$ cat src/rtl/rv32_alu_sequencer_if.sv
// Request/result handshake and shared-slice bus of the RV32 ALU sequencer.
// The slave modport is the sequencer's view. The master modport is the side that faces the sequencer.
interface rv32_alu_sequencer_if #(
  parameter int XLEN  = 32,
  parameter int SLICE = 16
);
  logic             i_req_valid;
  logic             o_req_ready;
  logic [2:0]       i_op;
  logic [XLEN-1:0]  i_rs1;
  logic [XLEN-1:0]  i_rs2;
  logic             i_flush;
  logic             o_res_valid;
  logic             i_res_ready;
  logic [XLEN-1:0]  o_result;
  logic             o_illegal;
  logic [SLICE-1:0] o_adu_op_one;
  logic [SLICE-1:0] o_adu_op_two;
  logic             o_adu_c_in;
  logic [1:0]       o_adu_sel;
  logic [SLICE-1:0] i_adu_result;
  logic             i_adu_carry;

  modport slave (
    input  i_req_valid, i_op, i_rs1, i_rs2, i_flush, i_res_ready, i_adu_result, i_adu_carry,
    output o_req_ready, o_res_valid, o_result, o_illegal,
           o_adu_op_one, o_adu_op_two, o_adu_c_in, o_adu_sel
  );

  modport master (
    output i_req_valid, i_op, i_rs1, i_rs2, i_flush, i_res_ready, i_adu_result, i_adu_carry,
    input  o_req_ready, o_res_valid, o_result, o_illegal,
           o_adu_op_one, o_adu_op_two, o_adu_c_in, o_adu_sel
  );
endinterface

$ cat src/rtl/rv32_alu_sequencer.sv
// Multicycle RV32 ALU controller. It runs one latched request through a shared SLICE-bit adder/logic slice,
// starting with the low slice. The carry is chained through a register between passes.
module rv32_alu_sequencer #(
  parameter int XLEN  = 32,
  parameter int SLICE = 16
) (
  input  logic                 i_clk,
  input  logic                 i_rst,
  rv32_alu_sequencer_if.slave  bus
);

  localparam int NPASS = XLEN / SLICE;
  localparam int PW    = (NPASS > 1) ? $clog2(NPASS) : 1;

  if ((XLEN % SLICE) != 0) begin : g_bad_slice
    $error("rv32_alu_sequencer: XLEN must be a multiple of SLICE");
  end

  typedef enum logic [1:0] {S_IDLE, S_EXEC, S_DONE} state_t;
  typedef enum logic [2:0] {
    OP_ADD = 3'b000, OP_SUB = 3'b001, OP_OR  = 3'b010, OP_AND = 3'b011,
    OP_XOR = 3'b100, OP_SLTU = 3'b101, OP_SLT = 3'b110, OP_ILL = 3'b111
  } op_t;

  state_t          state_q, state_d;
  op_t             op_q;
  logic [XLEN-1:0] rs1_q, rs2_q, result_q;
  logic            carry_q, illegal_q;
  logic [PW-1:0]   pass_q;

  op_t  op_in;
  logic accept, last_pass, sub_in;
  logic a_msb, b_msb, d_msb, slt_lt, sltu_lt;

  assign op_in     = op_t'(bus.i_op);
  assign accept    = bus.i_req_valid && (state_q == S_IDLE);
  assign last_pass = (pass_q == PW'(NPASS - 1));
  assign sub_in    = (op_in == OP_SUB) || (op_in == OP_SLT) || (op_in == OP_SLTU);

  // Signed compare: rs2_q holds ~b, so the original b MSB is the inverted stored bit.
  assign a_msb   = rs1_q[XLEN-1];
  assign b_msb   = ~rs2_q[XLEN-1];
  assign d_msb   = bus.i_adu_result[SLICE-1];
  assign slt_lt  = d_msb ^ ((a_msb ^ b_msb) & (a_msb ^ d_msb));
  assign sltu_lt = ~bus.i_adu_carry;

  assign bus.o_result  = result_q;
  assign bus.o_illegal = illegal_q && (state_q == S_DONE);

  // NOTE: state registers use non-blocking assignments so every flop samples pre-edge values.
  always_ff @(posedge i_clk) begin
    if (i_rst) state_q <= S_IDLE;
    else       state_q <= state_d;
  end

  // NOTE: every output of this block gets a default first, so no path can infer a latch.
  always_comb begin
    state_d          = state_q;
    bus.o_req_ready  = 1'b0;
    bus.o_res_valid  = 1'b0;
    bus.o_adu_op_one = '0;
    bus.o_adu_op_two = '0;
    bus.o_adu_c_in   = 1'b0;
    bus.o_adu_sel    = 2'b00;
    case (state_q)
      S_IDLE: begin
        bus.o_req_ready = 1'b1;
        if (accept) state_d = (op_in == OP_ILL) ? S_DONE : S_EXEC;
      end
      S_EXEC: begin
        bus.o_adu_op_one = rs1_q[32'(pass_q)*SLICE +: SLICE];
        bus.o_adu_op_two = rs2_q[32'(pass_q)*SLICE +: SLICE];
        bus.o_adu_c_in   = carry_q;
        case (op_q)
          OP_OR:   bus.o_adu_sel = 2'b01;
          OP_AND:  bus.o_adu_sel = 2'b10;
          OP_XOR:  bus.o_adu_sel = 2'b11;
          default: bus.o_adu_sel = 2'b00;
        endcase
        if (last_pass) state_d = S_DONE;
      end
      S_DONE: begin
        bus.o_res_valid = 1'b1;
        if (bus.i_res_ready) state_d = S_IDLE;
      end
      default: state_d = S_IDLE;
    endcase
    if (bus.i_flush) state_d = S_IDLE;
  end

  always_ff @(posedge i_clk) begin
    if (i_rst) begin
      op_q      <= OP_ADD;
      rs1_q     <= '0;
      rs2_q     <= '0;
      carry_q   <= 1'b0;
      pass_q    <= '0;
      result_q  <= '0;
      illegal_q <= 1'b0;
    end else if (bus.i_flush) begin
      carry_q   <= 1'b0;
      pass_q    <= '0;
      illegal_q <= 1'b0;
    end else begin
      case (state_q)
        S_IDLE: if (accept) begin
          op_q      <= op_in;
          rs1_q     <= bus.i_rs1;
          rs2_q     <= sub_in ? ~bus.i_rs2 : bus.i_rs2;
          carry_q   <= sub_in;
          pass_q    <= '0;
          illegal_q <= (op_in == OP_ILL);
          if (op_in == OP_ILL) result_q <= '0;
        end
        S_EXEC: begin
          result_q[32'(pass_q)*SLICE +: SLICE] <= bus.i_adu_result;
          carry_q <= bus.i_adu_carry;
          pass_q  <= last_pass ? '0 : pass_q + 1'b1;
          if (last_pass && op_q == OP_SLTU) result_q <= {{(XLEN-1){1'b0}}, sltu_lt};
          if (last_pass && op_q == OP_SLT)  result_q <= {{(XLEN-1){1'b0}}, slt_lt};
        end
        default: ;
      endcase
    end
  end

endmodule

$ cat src/flat_wrapper.sv
// flat-port wrapper written by rule: the top's interface ports become plain ports
module rv32_alu_sequencer_flat 
#(
  parameter int XLEN  = 32,
  parameter int SLICE = 16
)
  (i_clk, i_rst, bus_i_req_valid, bus_i_op, bus_i_rs1, bus_i_rs2, bus_i_flush, bus_i_res_ready, bus_i_adu_result, bus_i_adu_carry, bus_o_req_ready, bus_o_res_valid, bus_o_result, bus_o_illegal, bus_o_adu_op_one, bus_o_adu_op_two, bus_o_adu_c_in, bus_o_adu_sel);
  rv32_alu_sequencer_if #(.XLEN(XLEN), .SLICE(SLICE)) bus_i ();
  input  logic i_clk;
  input  logic i_rst;
  input wire logic [$bits(bus_i.i_req_valid)-1:0] bus_i_req_valid;
  input wire logic [$bits(bus_i.i_op)-1:0] bus_i_op;
  input wire logic [$bits(bus_i.i_rs1)-1:0] bus_i_rs1;
  input wire logic [$bits(bus_i.i_rs2)-1:0] bus_i_rs2;
  input wire logic [$bits(bus_i.i_flush)-1:0] bus_i_flush;
  input wire logic [$bits(bus_i.i_res_ready)-1:0] bus_i_res_ready;
  input wire logic [$bits(bus_i.i_adu_result)-1:0] bus_i_adu_result;
  input wire logic [$bits(bus_i.i_adu_carry)-1:0] bus_i_adu_carry;
  output wire logic [$bits(bus_i.o_req_ready)-1:0] bus_o_req_ready;
  output wire logic [$bits(bus_i.o_res_valid)-1:0] bus_o_res_valid;
  output wire logic [$bits(bus_i.o_result)-1:0] bus_o_result;
  output wire logic [$bits(bus_i.o_illegal)-1:0] bus_o_illegal;
  output wire logic [$bits(bus_i.o_adu_op_one)-1:0] bus_o_adu_op_one;
  output wire logic [$bits(bus_i.o_adu_op_two)-1:0] bus_o_adu_op_two;
  output wire logic [$bits(bus_i.o_adu_c_in)-1:0] bus_o_adu_c_in;
  output wire logic [$bits(bus_i.o_adu_sel)-1:0] bus_o_adu_sel;
  assign bus_i.i_req_valid = bus_i_req_valid;
  assign bus_i.i_op = bus_i_op;
  assign bus_i.i_rs1 = bus_i_rs1;
  assign bus_i.i_rs2 = bus_i_rs2;
  assign bus_i.i_flush = bus_i_flush;
  assign bus_i.i_res_ready = bus_i_res_ready;
  assign bus_i.i_adu_result = bus_i_adu_result;
  assign bus_i.i_adu_carry = bus_i_adu_carry;
  assign bus_o_req_ready = bus_i.o_req_ready;
  assign bus_o_res_valid = bus_i.o_res_valid;
  assign bus_o_result = bus_i.o_result;
  assign bus_o_illegal = bus_i.o_illegal;
  assign bus_o_adu_op_one = bus_i.o_adu_op_one;
  assign bus_o_adu_op_two = bus_i.o_adu_op_two;
  assign bus_o_adu_c_in = bus_i.o_adu_c_in;
  assign bus_o_adu_sel = bus_i.o_adu_sel;
  rv32_alu_sequencer #(.XLEN(XLEN), .SLICE(SLICE)) u_core (.i_clk(i_clk), .i_rst(i_rst), .bus(bus_i));
endmodule
$ cat config.mk
export PLATFORM = sky130hd
export DESIGN_NAME = rv32_alu_sequencer_flat
export DESIGN_NICKNAME = d
export VERILOG_FILES = /design/src/rtl/rv32_alu_sequencer_if.sv /design/src/rtl/rv32_alu_sequencer.sv /design/src/flat_wrapper.sv
export SDC_FILE = /design/constraint.sdc
export NUM_CORES = 1
export LEC_CHECK = 0
export CELL_PAD_IN_SITES_DETAIL_PLACEMENT = 0
export CELL_PAD_IN_SITES_GLOBAL_PLACEMENT = 2
export CORE_MARGIN = 10
export CORE_UTILIZATION = 35
export CTS_CLUSTER_SIZE = 25
export DETAILED_ROUTE_END_ITERATION = 10
export DONT_BUFFER_PORTS = 1
export PLACE_DENSITY_LB_ADDON = 0.1
export SYNTH_ARGS = -nofsm -noshare
export SYNTH_HDL_FRONTEND = slang
export SYNTH_SLANG_ARGS = --single-unit
$ cat constraint.sdc
create_clock -name i_clk -period 2.7 [get_ports i_clk]
set_clock_uncertainty 0.15 [all_clocks]
set_input_delay 0.54 -clock i_clk [delete_from_list [all_inputs] [get_ports i_clk]]
set_output_delay 0.54 -clock i_clk [all_outputs]
set_load 0.02 [all_outputs]
## Word-level counts from Yosys, hierarchy flattened

Index checks and enable logic that the tools add are counted.

- Input bits: 89
- Word-level logic and storage cells: 75
- Register bits: 104
- Output and inout bits: 70

- Reductions and logical operators: 14
- Bitwise gates (word level): 8
- Shift operators: 4
- Eq/ne operators: 15
- $add $sub $neg: 2
- Multiplexer cells: 24

Operators by type and width:

| operator | count |
|---|---|
| $mux W32 | 5 |
| $pmux W32 S2 | 1 |
| $shiftx A32 B6 Y16 | 2 |
| $neg A5 Y34 | 1 |
| $shift A16 B34 Y32 const A | 1 |
| $shiftx A16 B34 Y32 | 1 |
| $bwmux W32 | 1 |
| $mux W16 | 2 |
| $not A32 Y32 | 1 |
| $eq A3 B3 Y1 const B | 6 |
| $pmux W2 S3 | 2 |
| $mux W2 | 5 |
| $eq A3 B2 Y1 const B | 2 |
| $mux W1 | 6 |
| $reduce_and A3 Y1 | 2 |
| $logic_and A1 B1 Y1 | 4 |
| $ne A2 B1 Y1 const B | 2 |
| $ne A2 B2 Y1 const B | 2 |
| $pmux W1 S2 | 2 |
| $reduce_and A2 Y1 | 2 |
| $reduce_and A4 Y1 | 1 |
| $eq A3 B1 Y1 const B | 1 |
| $not A1 Y1 | 3 |
| $xor A1 B1 Y1 | 3 |
| 8 further kinds | 9 |

## Logic depth before layout (Yosys ltp)

- Depth after elaboration: 6
- Gate-level depth with buffers: 7
- Mapped depth without buffers: 4

## Worst setup path after synthesis

OpenSTA, ideal clock, no wires.

- Path type: register -> output
- Start: register u_core.pass_q (netlist: u_core.last_pass)
- End: output bus_o_adu_op_one[10]
- Required time: 2010 ps
- Cell stages (with the launch flop): 5
- Buffers on the path: 2
- Path slack: 403 ps
- Data arrival time: 1607 ps
- Cells stage by stage: dfxtp_1 -> buf_1 -> buf_1 -> mux2i_1 -> nor2_1

- Word-level cells in the longest chain between the ends: 2

Ends and longest elaborated chain:

| element | line | source |
|---|---|---|
| from (decl) | rv32_alu_sequencer.sv:29 | `logic [PW-1:0] pass_q;` |
| from (signal assigned) | rv32_alu_sequencer.sv:118 | `pass_q <= last_pass ? '0 : pass_q + 1'b1;` |
| $shiftx A32 B6 Y16 | rv32_alu_sequencer.sv:71 | `bus.o_adu_op_one = rs1_q[32'(pass_q)*SLICE +: SLICE];` |
| $mux W16 | rv32_alu_sequencer.sv:65 | `case (state_q)` |
| to (decl) | flat_wrapper.sv:23 | `output wire logic [$bits(bus_i.o_adu_op_one)-1:0] bus_o_adu_op_one;` |

No other way between the ends.

## Final worst setup path

- Start: register u_core.state_q[0]
- End: output bus_o_adu_sel[0]

- Word-level cells in the longest chain between the ends: 2

Ends and longest elaborated chain:

| element | line | source |
|---|---|---|
| from (decl) | rv32_alu_sequencer.sv:25 | `state_t state_q, state_d;` |
| from (signal assigned) | rv32_alu_sequencer.sv:53 | `else state_q <= state_d;` |
| $eq A2 B1 Y1 | rv32_alu_sequencer.sv:65 |  |
| $mux W2 | rv32_alu_sequencer.sv:65 |  |
| to (decl) | flat_wrapper.sv:26 | `output wire logic [$bits(bus_i.o_adu_sel)-1:0] bus_o_adu_sel;` |

No other way between the ends.

==> qor.yml <==
fin_total_pwr_mw: 3.27
die_h_um: 140
fin_ws_ns: 0.190
cp_data_arrival_time_ns: 1.82
cts-hold-fix-buffers: 0
worstMarginPinSlew_ns: 0.731
ctsLongestPathBuffers: 2
relSlewSlack: 0.512
ys_ff_latch: 104
drtIter0Drc: 251
post-cts-setup-buffers: 0
grt_usage: 0.147
yosys.area.top_type: "dfxtp_1"
rsz0062_at_grt: "false"
root_buffer: "clkbuf_16"
grt-ovfl-total: 0
clk_pin_slew_worst_paths_ns: 0.07
path_cells: "nand2b_2, buf_12, nor3_1, buf_4"
postRouteAntennaNets: 0
maxCapViolations: 0
start_util: 0.360
hp-class: "input port to flip-flop"
ir_drop_mv: 0.347
ys_seq_area_frac: 0.414
fin_util: 0.391
antenna_found_initial: 0
syn_area_mm2: 0.00503
path_max_fanout: 22
cts_tree: "yes"
status: "finished clean"
async_reset_ff_frac: 0
die_area_mm2: 0.0196
grt_pass1_vias: 3897
via_per_inst: 5.23
synth_ff_type: "dfxtp_1"
drtPass1Iterations: 4
fill_cells: 1497
core.rowCount: 43
gp_congestion: 0.742
drive_above_1_share: 0.0747
grt_pass1_wl_mm: 23.2
clock_latency_ns: 0.35
worstPathRequired_ns: 2.01
synthToLayoutAreaGrowth_pct: 8.70
netlist_instances: 642
timing_hold_violations_final: 0
synthDominantCellAreaShare: 0.414
critical-path-top-delay-family: "flip-flops"
cts_htree_levels: 3
cp_slowest_cell: "dfxtp_1"
placed_cells_incl_taps: 780
drt_wl_total_mm: 14.9
ys_warn_count: 0
vias: 4164
grt_max_degree: 108
synth_enable_flop_cells: 0
clkSinkCount: 104
setup_violations: 0
synth_cell_types: 42
wl_per_cell_um: 18.7
crit_path_end_kind: "output pin"
port_buffers: 0
crit_type: "flip-flop to output pin"
cpPeakStageDelay_ns: 0.52
drv_slew: 0
cts_made_buffers: 9
drc: 0
diodes: 0
dp_slack_ns: 0.551
p_leak_nw: 1.72
timing.final.crit_period_ns: 2.51
synth_nets: 731
ys_top_cells_by_area: "dfxtp_1, mux2i_1, nand2_1"
io-pin-count: 159
cts_resized: 0
layout.nets: 700
crit_buf_inv: 2
post-route-period-util: 0.930
dp_hpwl_mm: 10.4
multi_input_area_mm2: 0.00270
regArea_mm2: 0.00208
startpoint_type: "flip-flop"
p_per_area_mw_per_mm2: 598
synth_area_per_cell_um2: 7.84
fin_tns_setup_ns: 0
core_area_mm2: 0.0140
final_cells: 796
max_freq_mhz: 398
die_w_um: 140
[per-layer routing]
metal	GRT usage	part of all wire	vias up
li1	-	-	2130
met4	0.0484	0.012	0
met2	0.228	0.47	119
met3	0.0571	0.094	9
met5	0	0	-
met1	0.181	0.43	1906
[Yosys cell counts, types with 2 or more instances]
library cell	instances
and2_1	2
o21ai_1	4
nor3_1	4
dfxtp_1	104
o21ai_0	47
nor2_1	37
nand4_1	17
nor2b_1	6
nand2b_1	33
a211oi_1	2
nand2_1	119
a2111oi_4	2
buf_2	9
inv_1	2
or3_1	32
mux2i_1	47
nand3_1	33
buf_1	10
nor3b_1	3
clkbuf_1	37
a21oi_1	71
[placed cells by master, fill, tap and decap left out, types with 4 or more instances in the layout]
cell and instances:
nor2_1 37, clkbuf_16 9, nand4_1 17, nand3_1 33, buf_4 16, or3_1 32, nand2b_1 31, nor3_1 4
nor2b_1 5, o21ai_1 4, a21oi_1 71, mux2i_1 47, o21ai_0 47, nand2_1 119, dfxtp_1 103
[power by group]
group / switching (mW) / internal [mW]
combinational: 0.174 / 0.122
clock: 0.607 / 0.744
sequential: 0.0372 / 1.59
[metrics by stage]
| stage | area, um2 | hold WS, ns |
|---|---|---|
| 6_report | 5470 | 0.108 |
| 5_1_grt | 5470 | 0.0939 |
| 4_1_cts | 5470 | 0.0976 |
| 3_5_place_dp | 5170 | 0.288 |
| 3_3_place_gp | 5170 | 0.283 |
| 2_1_floorplan | 5030 | 0.281 |
[worst reg2reg max path, cell delays in order, from the launching register on]
cell	delay, ns
dfxtp_1	0.57
xor2_4	0.23
a211oi_2	0.11
a2111oi_4	0.32
buf_4	0.34
mux2_4	0.33
[kinds of logic (layout without fill, tap and decap cells)]
group	after synthesis	in the layout	synth area share
AOI/OAI and AO/OA	131	131	0.144
adders and majority gates	1	1	0.00199
muxes	49	49	0.0987
xor gates and xnor gates	2	2	0.00721
DFF	104	104	0.414
and+or+nand+nor	293	293	0.281
buffers and inverters	62	36	0.0537
[layout make-up]
class | count | area share
clock inverters | 5 | 0.0103
multi-input cells | 476 | 0.493
repair buffers | 18 | 0.0293
clock buffers | 11 | 0.0444
well taps | 180 | 0.0412
inverters | 2 | 0.00137
flip-flops and latches | 104 | 0.381
[final timing paths]
path	startpoint	endpoint	slack (ns)	cells past startpoint
max reg2reg	u_core.op_q[1]	u_core.bus.o_result[0]	0.54	5
min	i_rst	u_core.rs1_q[4]	0.11	1
min reg2reg	u_core.rs2_q[2]	u_core.rs2_q[2]	0.29	2
max	u_core.state_q[0]	bus_o_adu_sel[0]	0.19	4
[state kept, by name, indices dropped and copies added, names as in the netlist]
signal	count
u_core.op_q	3
u_core.rs2_q	32
u_core.state_q	2
u_core.illegal_q	1
u_core.carry_q	1
u_core.last_pass	1
u_core.bus.o_result	32
u_core.rs1_q	32
No activity file was read; power rests on OpenSTA's default activity.
